--- src/rtl/fetch_prefetch_queue.sv ---
// In-order prefetch queue between instruction memory and decode.
// Slots are allocated on request acceptance, filled by in-order responses, and popped by decode.
module fetch_prefetch_queue #(
  parameter int unsigned             ADDR_W   = 32,
  parameter int unsigned             INSTR_W  = 32,
  parameter int unsigned             DEPTH    = 4,
  parameter logic [ADDR_W-1:0]       RESET_PC = '0
) (
  input  logic                       i_clk,
  input  logic                       i_rst,
  input  logic                       i_redirect,
  input  logic [ADDR_W-1:0]          i_redirect_addr,
  input  logic                       i_stall,
  output logic                       o_req_valid,
  output logic [ADDR_W-1:0]          o_req_addr,
  input  logic                       i_req_ready,
  input  logic                       i_rsp_valid,
  input  logic [INSTR_W-1:0]         i_rsp_data,
  output logic                       o_valid,
  output logic [INSTR_W-1:0]         o_instr,
  output logic [ADDR_W-1:0]          o_pc,
  output logic [ADDR_W-1:0]          o_pc4,
  output logic [$clog2(DEPTH):0]     o_count,
  output logic                       o_err
);

  localparam int unsigned PTR_W = $clog2(DEPTH);
  localparam int unsigned CNT_W = PTR_W + 1;
  localparam logic [CNT_W:0] DEPTH_C = (CNT_W+1)'(DEPTH);

  logic [ADDR_W-1:0]  pc_q    [DEPTH];
  logic [INSTR_W-1:0] instr_q [DEPTH];

  logic [ADDR_W-1:0] fetch_pc_q, fetch_pc_d;
  logic [PTR_W-1:0]  head_q, head_d, fill_q, fill_d, tail_q, tail_d;
  logic [CNT_W-1:0]  count_q, count_d, unfilled_q, unfilled_d, drop_q, drop_d;
  logic              err_q, err_d;

  logic              req_ok, accept, pop, head_filled, fill_en;
  logic [CNT_W:0]    credit_used, outstanding;

  assign credit_used = {1'b0, count_q} + {1'b0, drop_q};
  assign outstanding = {1'b0, unfilled_q} + {1'b0, drop_q};
  // Filled slots are contiguous from the head, so the head is filled iff any slot is.
  assign head_filled = (count_q != unfilled_q);
  assign req_ok      = !i_rst && !i_redirect && (credit_used < DEPTH_C);
  assign accept      = req_ok && i_req_ready;
  assign pop         = head_filled && !i_stall && !i_redirect;

  always_comb begin
    fetch_pc_d = fetch_pc_q;
    head_d     = head_q;
    fill_d     = fill_q;
    tail_d     = tail_q;
    count_d    = count_q;
    unfilled_d = unfilled_q;
    drop_d     = drop_q;
    err_d      = err_q;
    fill_en    = 1'b0;
    if (i_redirect) begin
      fetch_pc_d = i_redirect_addr;
      head_d     = tail_q;
      fill_d     = tail_q;
      count_d    = '0;
      unfilled_d = '0;
      // Everything still in flight becomes a drop; a response this cycle retires one of them.
      if (i_rsp_valid) begin
        if (outstanding != '0) drop_d = CNT_W'(outstanding - (CNT_W+1)'(1));
        else                   err_d  = 1'b1;
      end else begin
        drop_d = CNT_W'(outstanding);
      end
    end else begin
      if (i_rsp_valid) begin
        if (drop_q != '0) begin
          drop_d = drop_q - CNT_W'(1);
        end else if (unfilled_q != '0) begin
          fill_en = 1'b1;
          fill_d  = fill_q + PTR_W'(1);
        end else begin
          err_d = 1'b1;
        end
      end
      if (pop) head_d = head_q + PTR_W'(1);
      if (accept) begin
        tail_d     = tail_q + PTR_W'(1);
        fetch_pc_d = fetch_pc_q + ADDR_W'(4);
      end
      if (accept && !pop)      count_d = count_q + CNT_W'(1);
      else if (!accept && pop) count_d = count_q - CNT_W'(1);
      if (accept && !fill_en)      unfilled_d = unfilled_q + CNT_W'(1);
      else if (!accept && fill_en) unfilled_d = unfilled_q - CNT_W'(1);
    end
  end

  always_ff @(posedge i_clk) begin
    if (i_rst) begin
      fetch_pc_q <= RESET_PC;
      head_q     <= '0;
      fill_q     <= '0;
      tail_q     <= '0;
      count_q    <= '0;
      unfilled_q <= '0;
      drop_q     <= '0;
      err_q      <= 1'b0;
    end else begin
      fetch_pc_q <= fetch_pc_d;
      head_q     <= head_d;
      fill_q     <= fill_d;
      tail_q     <= tail_d;
      count_q    <= count_d;
      unfilled_q <= unfilled_d;
      drop_q     <= drop_d;
      err_q      <= err_d;
    end
  end

  always_ff @(posedge i_clk) begin
    if (accept)  pc_q[tail_q]    <= fetch_pc_q;
    if (fill_en) instr_q[fill_q] <= i_rsp_data;
  end

  assign o_req_valid = req_ok;
  assign o_req_addr  = i_rst ? '0 : fetch_pc_q;
  assign o_valid     = !i_rst && head_filled;
  assign o_instr     = o_valid ? instr_q[head_q] : '0;
  assign o_pc        = o_valid ? pc_q[head_q] : '0;
  assign o_pc4       = o_valid ? pc_q[head_q] + ADDR_W'(4) : '0;
  assign o_count     = i_rst ? '0 : count_q;
  assign o_err       = !i_rst && err_q;

endmodule

--- config.mk ---
export PLATFORM = sky130hd
export DESIGN_NAME = fetch_prefetch_queue
export DESIGN_NICKNAME = d
export VERILOG_FILES = /design/src/rtl/fetch_prefetch_queue.sv
export SDC_FILE = /design/constraint.sdc
export NUM_CORES = 1
export LEC_CHECK = 0
export CORE_AREA = 3 3 182 149
export DETAILED_ROUTE_END_ITERATION = 6
export DIE_AREA = 0 0 185 152
export PLACE_DENSITY = 0.87
export SLEW_MARGIN = 15
export SYNTH_ARGS = -nofsm -noshare
export SYNTH_HDL_FRONTEND = slang
export SYNTH_SLANG_ARGS = --single-unit
--- constraint.sdc ---
create_clock -name i_clk -period 3.4 [get_ports i_clk]
set_input_delay 0.34 -clock i_clk [delete_from_list [all_inputs] [get_ports i_clk]]
set_output_delay 0.34 -clock i_clk [all_outputs]
set_load 0.02 [all_outputs]
==> impl_metrics.json <==
{
  "status": "completed",
  "drt_wl_total_mm": 33.44,
  "via_count": 8982,
  "numCtsBuffers": 30,
  "ys_seq_area_frac": 0.6367,
  "placementRows": 52,
  "synth_flop_cell": "edfxtp_1",
  "maxSlewHeadroom": 0.3978,
  "final_cell_area_um2": 17440,
  "grt_usage": 0.2272,
  "rsz0062_at_grt": "true",
  "wl_per_cell_um": 21.88,
  "dr.max_layer_used": "met5",
  "clk_latency_ps": 540,
  "post-dp-hpwl_mm": 21.55,
  "fin_crit_sh": 0.9854,
  "yosysWarnings": 0,
  "setup_viol_count_final": 0,
  "cp.arrival_ps": 3010,
  "htreeDepth": 1,
  "viasPerCell": 5.878,
  "dr.pass1.iters": 5,
  "place_area_um2": 16100,
  "switchingPower_mw": 2.142,
  "synth.avg_cell_area_um2": 14.56,
  "holdWs_ps": 176.2,
  "cp_max_fo": 15,
  "tightest_slew_ps": 900.0,
  "area_growth_pct": 27.81,
  "met1_length_mm": 13.95,
  "wl_met3_mm": 2.676,
  "cts_tree": "done",
  "antenna_found_initial": 2,
  "grt_pass1_wl_mm": 50.25,
  "combPwrFrac": 0.145,
  "synth_cell_types": 55,
  "clk_pin_slew_ps": 70,
  "synth_cells": 937,
  "hold_buffers": 0,
  "initial_core_util": 0.5405,
  "mostFrequentLayoutCells": "256 x edfxtp_1, 179 x clkdlybuf4s50_1, 97 x nor2b_1",
  "seq_power_share": 0.472,
  "gp_congestion": 0.8950,
  "worstPathRequired_ps": 3060,
  "final_nets": 1275,
  "max_freq_mhz": 298.5,
  "core_area_um2": 25240,
  "die_y_um": 152,
  "insertedDiodeCount": 0,
  "grt_max_degree": 45,
  "final_layout_size_suffix_gt1_frac": 0.1744,
  "intPower_mw": 6.852,
  "criticalPathCategory": "reg -> out",
  "hold_class": "in -> reg",
  "fin_skew_ps": 16.10,
  "drc": 0,
  "wl_met2_mm": 15.63,
  "ios": 204,
  "clockBufferDepth": 3,
  "grt_pass1_vias": 8846,
  "ctsRootBufferMaster": "clkbuf_16",
  "swShare": 0.2381,
  "die-area_um2": 28120,
  "drv_slew": 0,
  "drtIter0Drc": 927,
  "fin_crit_ps": 3350,
  "async_flop_share": 0,
  "cp-end-kind": "output pin",
  "syn_nets": 1030,
  "power_per_cell_area_nw_per_um2": 515.7,
  "cts.sinks": 306,
  "start_kind": "register",
  "synth_edf_count": 256,
  "vdd_drop_max_v": 0.0003612,
  "portBuffers": 203,
  "grt.overflow.total": 0,
  "p_leak_nw": 5.980,
  "synth.ff_latch_count": 306,
  "ant_nets": 0,
  "final_common_cell": "edfxtp_1",
  "maxCapViolCount": 0,
  "finalHoldViolations": 0,
  "pwr-share-clk": 0.383,
  "die_w_um": 185,
  "syn_area_um2": 13650
}
what timing repair did:
item,4_1_cts,5_1_grt
setup buffers,5,24
setup endpoints to repair,23,58
cloned,1,2
pin swaps,1,9
gates resized for setup,53,30
power groups by stage:
stage	sequential (mW)	clock [mW]	combinational (mW)
after global placement	4.31	0	1.22
after floorplan	4.28	0	0.750
after CTS	4.24	3.49	1.25
final	4.24	3.45	1.30
after global routing	4.25	3.65	1.40
after detailed placement	4.32	0	1.24
sequential cells by signal, summed over array words and instances (netlist names), named ones only:
signal      cells
head_q          2
drop_q          3
unfilled_q      3
err_q           1
instr_q       128
pc_q          128
tail_q          2
fetch_pc_q     32
count_q         3
fill_q          2
cells in the mapped netlist (17+ instances only):
master | n | share of area
inv_1 | 19 | 0.0052
nor2b_1 | 97 | 0.044
edfxtp_1 | 256 | 0.56
xor2_1 | 31 | 0.020
nor2_1 | 73 | 0.020
nand3_1 | 22 | 0.0081
clkbuf_1 | 32 | 0.0088
a21oi_1 | 36 | 0.013
o21ai_0 | 28 | 0.010
dfxtp_1 | 50 | 0.073
xnor2_1 | 17 | 0.011
nand2_1 | 48 | 0.013
ha_1 | 20 | 0.018
mux4_2 | 57 | 0.094
per-stage QoR:
stage | worst slack (ps) | TNS, ps | utilization | power [mW] | std cells
4_1_cts | -48.59 | -98.18 | 0.6814 | 8.982 | 1502
5_1_grt | -59.13 | -313.4 | 0.6909 | 9.309 | 1528
6_report | 49.68 | 0 | 0.6909 | 8.994 | 1528
3_5_place_dp | 124.2 | 0 | 0.6379 | 5.564 | 1442
3_3_place_gp | 185.0 | 0 | 0.6379 | 5.529 | 1442
2_1_floorplan | 481.3 | 0 | - | 5.026 | 937
worst paths after layout:
path	cells after the start	from	endpoint	slack, ps
max	8	register	o_pc4[16]	50
max reg2reg	10	count_q[1]	unfilled_q[2]	710
min	2	i_rst	fetch_pc_q[1]	180
min reg2reg	2	err_q	err_q	460
per-layer routing:
layer | vias up | track usage
met5 | - | 0
met4 | 2 | 0.09036
met3 | 86 | 0.03705
met2 | 447 | 0.3473
met1 | 4422 | 0.3297
li1 | 4025 | -
area by class of cell:
| type | instances | area [µm²] |
|---|---|---|
| sequential | 306 | 8697 |
| fill | 1664 | 7804 |
| inverter | 20 | 75.07 |
| clock inverter | 17 | 220.2 |
| multi-input combinational | 566 | 4747 |
| tap | 324 | 405.4 |
| timing repair buffer | 258 | 2467 |
| clock buffer | 37 | 828.3 |
critical path, cell delays in order (launching register included):
cell	delay (ps)
dfxtp_4	400
buf_12	170
mux4_2	400
nand4_4	160
buf_4	190
or3b_4	410
or3_1	390
a21oi_1	170
buf_4	170
logic make-up (layout without fill, tap and decap cells):
logic type / count (synthesis) / after routing / synth area share
buf+inv: 68 / 332 / 0.02265
flops: 306 / 306 / 0.6367
mux: 71 / 71 / 0.1127
simple gates: 321 / 324 / 0.1309
xor+xnor: 48 / 48 / 0.03081
fa+ha+maj: 23 / 23 / 0.02274
compound gates: 100 / 100 / 0.04346
(Power assumes the default switching activity.)
